[src/rtl/fifo_uart_tx.sv]
// fifo_uart_tx: drains a first-word-fall-through FIFO and serialises each
// byte as 8N1, LSB first, on o_uart_tx. Frames run back-to-back while the
// FIFO holds data. Defining UART_TX_PARITY_EN inserts an even-parity bit
// between the last data bit and the stop bit.
//
// FIFO handshake: i_empty=0 means i_data holds a valid head word. o_rd is
// the pop strobe; a high o_rd on a rising edge consumes the head word and
// that same edge loads it into the shift register. o_rd is only raised
// when the head is valid and the transmitter can accept a byte: idle, or
// in the final cycle of a stop bit.
module fifo_uart_tx #(
    parameter int CLOCKS_PER_BAUD = 217,
    parameter int BW              = 8
) (
    input  logic          i_clk,
    input  logic          i_reset_n,
    input  logic          i_empty,
    input  logic [BW-1:0] i_data,
    output logic          o_rd,
    output logic          o_uart_tx,
    output logic          o_busy
);

    localparam int CNT_W = $clog2(CLOCKS_PER_BAUD);
    localparam int IDX_W = (BW > 1) ? $clog2(BW) : 1;
    localparam logic [CNT_W-1:0] CNT_LOAD = CNT_W'(CLOCKS_PER_BAUD - 1);
    localparam logic [IDX_W-1:0] IDX_LAST = IDX_W'(BW - 1);

    typedef enum logic [2:0] {
        ST_IDLE,
        ST_START,
        ST_DATA,
`ifdef UART_TX_PARITY_EN
        ST_PARITY,
`endif
        ST_STOP
    } state_t;

    state_t           state, state_d;
    logic [CNT_W-1:0] baud_cnt, baud_cnt_d;
    logic [IDX_W-1:0] bit_idx, bit_idx_d;
    logic [BW-1:0]    shift_reg, shift_d;
    logic             tx_q, tx_d;
    logic             busy_q;
    logic             bit_end;
`ifdef UART_TX_PARITY_EN
    logic             parity_q, parity_d;
`endif

    assign bit_end   = (baud_cnt == '0);
    assign o_uart_tx = tx_q;
    assign o_busy    = busy_q;

    // Next-state, pop strobe and next line level; bit timing restarts on every pop.
    always_comb begin
        state_d    = state;
        baud_cnt_d = baud_cnt;
        bit_idx_d  = bit_idx;
        shift_d    = shift_reg;
`ifdef UART_TX_PARITY_EN
        parity_d   = parity_q;
`endif
        o_rd       = i_reset_n && !i_empty &&
                     ((state == ST_IDLE) || ((state == ST_STOP) && bit_end));
        tx_d       = 1'b1;

        if (!bit_end && (state != ST_IDLE)) begin
            baud_cnt_d = baud_cnt - CNT_W'(1);
        end

        case (state)
            ST_START: begin
                if (bit_end) begin
                    state_d    = ST_DATA;
                    baud_cnt_d = CNT_LOAD;
                    bit_idx_d  = '0;
                end
            end
            ST_DATA: begin
                if (bit_end) begin
                    shift_d    = shift_reg >> 1;
                    baud_cnt_d = CNT_LOAD;
                    if (bit_idx == IDX_LAST) begin
`ifdef UART_TX_PARITY_EN
                        state_d = ST_PARITY;
`else
                        state_d = ST_STOP;
`endif
                    end else begin
                        bit_idx_d = bit_idx + IDX_W'(1);
                    end
                end
            end
`ifdef UART_TX_PARITY_EN
            ST_PARITY: begin
                if (bit_end) begin
                    state_d    = ST_STOP;
                    baud_cnt_d = CNT_LOAD;
                end
            end
`endif
            ST_STOP: begin
                if (bit_end) begin
                    state_d = ST_IDLE;
                end
            end
            default: ;
        endcase

        // A pop always starts a fresh frame, overriding the idle/stop outcome.
        if (o_rd) begin
            state_d    = ST_START;
            baud_cnt_d = CNT_LOAD;
            shift_d    = i_data;
`ifdef UART_TX_PARITY_EN
            parity_d   = ^i_data;
`endif
        end

        case (state_d)
            ST_START:  tx_d = 1'b0;
            ST_DATA:   tx_d = shift_d[0];
`ifdef UART_TX_PARITY_EN
            ST_PARITY: tx_d = parity_d;
`endif
            default:   tx_d = 1'b1;
        endcase
    end

    // State, datapath and registered line/busy outputs.
    always_ff @(posedge i_clk or negedge i_reset_n) begin
        if (!i_reset_n) begin
            state     <= ST_IDLE;
            baud_cnt  <= '0;
            bit_idx   <= '0;
            shift_reg <= '0;
            tx_q      <= 1'b1;
            busy_q    <= 1'b0;
`ifdef UART_TX_PARITY_EN
            parity_q  <= 1'b0;
`endif
        end else begin
            state     <= state_d;
            baud_cnt  <= baud_cnt_d;
            bit_idx   <= bit_idx_d;
            shift_reg <= shift_d;
            tx_q      <= tx_d;
            busy_q    <= (state_d != ST_IDLE);
`ifdef UART_TX_PARITY_EN
            parity_q  <= parity_d;
`endif
        end
    end

endmodule

[config.mk]
export PLATFORM = sky130hd
export DESIGN_NAME = fifo_uart_tx
export DESIGN_NICKNAME = d
export VERILOG_FILES = /design/src/rtl/fifo_uart_tx.sv
export SDC_FILE = /design/constraint.sdc
export NUM_CORES = 1
export LEC_CHECK = 0
export ABC_AREA = 1
export CAP_MARGIN = 20
export CORE_MARGIN = 2
export CORE_UTILIZATION = 27
export DETAILED_ROUTE_END_ITERATION = 6
export SLEW_MARGIN = 20
export SYNTH_ARGS = -nofsm -noshare
export SYNTH_HDL_FRONTEND = slang
export SYNTH_SLANG_ARGS = --single-unit
[constraint.sdc]
create_clock -name i_clk -period 2.3 [get_ports i_clk]
set_clock_uncertainty 0.15 [all_clocks]
set_input_delay 0.46 -clock i_clk [delete_from_list [all_inputs] [get_ports i_clk]]
set_output_delay 0.46 -clock i_clk [all_outputs]
set_load 0.02 [all_outputs]
# Yosys cells after proc, flatten, opt, wreduce, memory -nomap -nowiden
# Index checks and enable logic that the tools add are counted.
[word_totals]
out_inout_bits = 3
in_bits = 11
elab_cells = 53
register_bits = 24
[op_classes]
eq_ne = 9
reduce_logical = 17
add_sub_neg = 2
mux = 18
[op_table]
columns = ["cell", "n"]
rows = [
  ["8-bit 2-to-1 mux", 7],
  ["3-bit 2-to-1 mux", 8],
  ["3-bit by 2-bit equality test with 1-bit output, second input constant", 3],
  ["3-bit one-hot mux with 3 select lines", 1],
  ["8-bit zero test", 1],
  ["8-bit by 1-bit subtractor with 8-bit output, second input constant", 1],
  ["3-bit by 1-bit equality test with 1-bit output, second input constant", 2],
  ["2-bit inequality test, second input constant", 3],
  ["3-bit one-hot mux with 2 select lines", 1],
  ["2-bit nonzero test", 3],
  ["3-bit nonzero test", 2],
  ["1-bit logical AND", 4],
  ["4-bit AND reduction", 1],
  ["3-bit by 1-bit adder with 3-bit output, second input constant", 1],
  ["3-bit equality test, second input constant", 1],
  ["3-bit zero test", 1],
  ["1-bit zero test", 2],
  ["1-bit one-hot mux with 2 select lines", 1],
  ["2-bit AND reduction", 1],
  ["2-bit OR reduction", 1],
  ["1-bit logical OR", 1],
]

# Longest topological paths before layout
# Gate-level depths: netlist (run 1).
[depth]
depth_word = 7
mapped_depth = 12
mapped_depth_nobuf = 11

# Worst setup path before layout (run 1)
# OpenSTA, ideal clock, no wires.
[synth_timing]
path_type = "register -> output"
from = "register baud_cnt[0]"
to = "output o_rd"
setup_slack_ns = 0.514
n_path_buf = 0
t_required_ns = 1.690
path_stages_with_launch = 9
arrival_time_ns = 1.176
path_cell_list = "dfrtp_1 -> inv_1 -> ha_1 -> inv_1 -> nor2_1 -> nand2_2 -> nand2_4 -> nand2_4 -> inv_2"
[synth_between]
elab_chain_len = 4
[synth_lines]
columns = ["element", "line_no", "rtl"]
rows = [
  ["start, declared", "40", "logic [CNT_W-1:0] baud_cnt, baud_cnt_d;"],
  ["start signal, assigned", "144", "baud_cnt <= baud_cnt_d;"],
  ["8-bit zero test", "50", "assign bit_end = (baud_cnt == '0);"],
  ["1-bit logical AND", "64", "((state == ST_IDLE) || ((state == ST_STOP) && bit_end));"],
  ["1-bit logical OR", "64", ""],
  ["1-bit logical AND", "63", "o_rd = i_reset_n && !i_empty &&"],
  ["end, declared", "19", "output logic o_rd,"],
]
# No other way between the ends.

# Final worst setup path (run 1)
[layout_timing]
from = "input i_reset_n"
to = "output o_rd"
[layout_between]
elab_chain_len = 2
[layout_lines]
columns = ["element", "line_no", "rtl"]
rows = [
  ["start, declared", "16", "input logic i_reset_n,"],
  ["1-bit logical AND (2 in a row)", "63", ""],
]
# No other way between the ends.

==> flow_metrics.py, run 1 <==
metrics = {
    "pwr": {
        "power.leakage_nw": 0.823,
        "p_total_mw": 0.745,
        "peakVddDrop_mv": 0.215,
        "powerDensity_mw_per_mm2": 454,
    },
    "timing": {
        "fin_crit_ns": 2.12,
        "worst_slack_ns": 0.181,
        "hold_violations": 0,
        "setup_viol": 0,
        "final_max_slew_viol_count": 0,
        "relSlewSlack": 0.758,
        "worstMarginPinSlew_ns": 0.359,
        "max_freq_mhz": 472,
        "rsz0062_at_grt": "false",
        "fin_crit_sh": 0.921,
    },
    "clock_network": {
        "cts_root_buf": "clkbuf_8",
        "path_clk_slew_ns": 0.09,
        "cts_hold_buffers": 0,
        "clockBufferDepth": 2,
        "cts.sinks": 24,
        "cts_tree": "built",
        "tritoncts.num_buffers": 3,
        "htree_num_levels": 1,
        "cts_setup_buffers": 0,
        "insertion_delay_ns": 0.27,
        "cts_resized": 3,
    },
    "routing": {
        "drtIter0Drc": 16,
        "first_pass_iters": 2,
        "vias": 1101,
        "drt-total-wl_um": 2570,
        "ant_nets": 0,
        "via_per_inst": 4.27,
        "drc_errors": 0,
        "post_drt_wl_per_cell_um": 9.97,
    },
    "worst_setup_path": {
        "required_ns": 1.69,
        "cp_max_fo": 2,
        "crit_chain": "clkdlybuf4s50_1 -> nand2_1 -> a21oi_2 -> nand2_4 -> inv_2 -> buf_2",
        "setup.worst_path.start": "i_reset_n",
        "critical_path_class": "input pin to primary output",
        "end_kind": "primary output",
        "start_kind": "input pin",
        "r2r-start": "baud_cnt[0]",
        "max_stage_delay_ns": 0.49,
        "worstPathArrival_ns": 1.51,
        "cpMaxStageDelayCell": "clkdlybuf4s50_1",
    },
    "cells_and_area": {
        "area_delta_synth_final_pct": 23.8,
        "nFillCells": 516,
        "utilization": 0.347,
        "antennaDiodeCount": 0,
        "final-seq-area_um2": 602,
        "drive_gt1_frac": 0.194,
        "multi_input_comb_area_um2": 612,
        "final_nets": 206,
    },
    "floorplan": {
        "core_mm2": 0.00472,
        "initial_core_util": 0.280,
        "num_rows": 25,
        "io_pins": 14,
        "die_w_um": 74.0,
        "dieArea_mm2": 0.00548,
        "die_y_um": 74.0,
    },
    "placement": {
        "portBuffers": 13,
        "dp_hpwl_um": 1940,
        "dp_slack_ns": -0.264,
        "gp_congestion": 0.762,
    },
    "yosys": {
        "synthArstFlopShare": 1.00,
        "yosysWarnings": 0,
        "post-synth-top-count-cell": "nand2_1",
        "synth_seq_cells": 24,
        "syn-num-nets": 181,
        "syn_area_per_cell_um2": 7.93,
        "yosys-top-cells-area": "dfrtp_1 43%, nand2_1 13%, nand3_1 7.9%, inv_1 5.1%, nor2_1 4.0%",
        "synth_ff_type": "dfrtp_1",
        "netlist_instances": 167,
        "syn_area_mm2": 0.00132,
        "seq_area_frac_synth": 0.455,
        "yosys-top-cells-count": "46 x nand2_1, 23 x dfrtp_1, 21 x nand3_1, 18 x inv_1, 14 x nor2_1",
        "synthDistinctLibCells": 24,
        "synth_top_area_cell": "dfrtp_1",
        "synth_top_area_share": 0.435,
        "synth_edf_count": 0,
    },
    "global_route": {
        "grt_use_total": 0.110,
        "grt_max_degree": 25,
        "grt_overflow": 0,
        "grt_pass1_vias": 1119,
        "grt_pass1_wl_um": 4780,
        "antenna_found_initial": 0,
    },
    "hold_path": {
        "hp-start": "state[2]",
        "hold_path_class": "flop to flop",
    },
    "status": {
        "status": "finished, final reports clean",
    },
    "flow_run": {
        "cap_violations": 0,
    },
}
## layer usage
metal	track usage	vias to the layer above	part of all wire
li1	-	574	-
met1	0.151	511	0.51
met2	0.181	12	0.45
met3	0.0217	4	0.028
met4	0.0242	0	0.0066
met5	0	-	0
## layout make-up
cell class / count / share of cell area
Inverter: 23 / 0.0527
Clock buffer: 4 / 0.0336
Sequential cell: 24 / 0.367
Tap cell: 67 / 0.0511
Timing Repair Buffer: 23 / 0.122
Multi-Input combinational cell: 117 / 0.373
## worst max-delay path, delay by kind of cell
kind | cells | cell delay [ns]
AOI/OAI and AO/OA | 1 | 0.19
buffers and inverters | 3 | 0.70
and+or+nand+nor | 2 | 0.16
## path summary, 6_finish.rpt
path / to / cells past startpoint / slack [ns]
worst max-delay path: o_rd / 6 / 0.18
worst min-delay path: state[2] / 0 / 0.32
worst max register to register: bit_idx[0] / 8 / 0.52
worst min register to register: state[2] / 0 / 0.32
max in group asynchronous: o_uart_tx / 2 / 1.26
min in group asynchronous: baud_cnt[7] / 2 / 0.44
## layout by cell type (no fill, tap or decap), drive strengths merged
| cell type | n |
|---|---|
| nand2 | 52 |
| nand3 | 24 |
| dfrtp | 23 |
| inv | 23 |
| nor2 | 19 |
| clkdlybuf4s50 | 12 |
| buf | 11 |
| o21ai | 6 |
| clkbuf | 4 |
| nor3 | 3 |
| o211ai | 3 |
| ha | 3 |
| xnor2 | 2 |
| nand4 | 2 |
| a21oi | 2 |
| or2 | 1 |
| dfstp | 1 |
## per-stage QoR
stage	cells	setup TNS, ns	instance area [µm²]	hold slack (ns)
after floorplan	167	0	1320	0.0144
after global placement	254	-0.286	1590	0.292
after detailed placement	254	-0.264	1590	0.293
after CTS	258	0	1640	0.314
after global routing	258	0	1640	0.337
final	258	0	1640	0.315
## power by group
part	switching [mW]	internal [mW]	total [mW]
clock	0.142	0.153	0.295
combinational	0.0115	0.0161	0.0275
sequential	0	0.422	0.422
## kinds of logic (layout without fill, tap and decap cells)
group           after synthesis  after routing  share of synthesized area
simple gates                101            101                      0.369
buf+inv                      26             50                     0.0851
flops                        24             24                      0.455
compound gates               11             11                     0.0501
fa+ha+maj                     3              3                     0.0284
xor+xnor                      2              2                     0.0132
No activity file was read; power rests on OpenSTA's default activity.
==> run 2, diff against run 1 <==
CAP_MARGIN = not set   (was 20)
==> results of run 2 <==
Same layout as run 1: the final DEF is identical, and so are final timing and power.
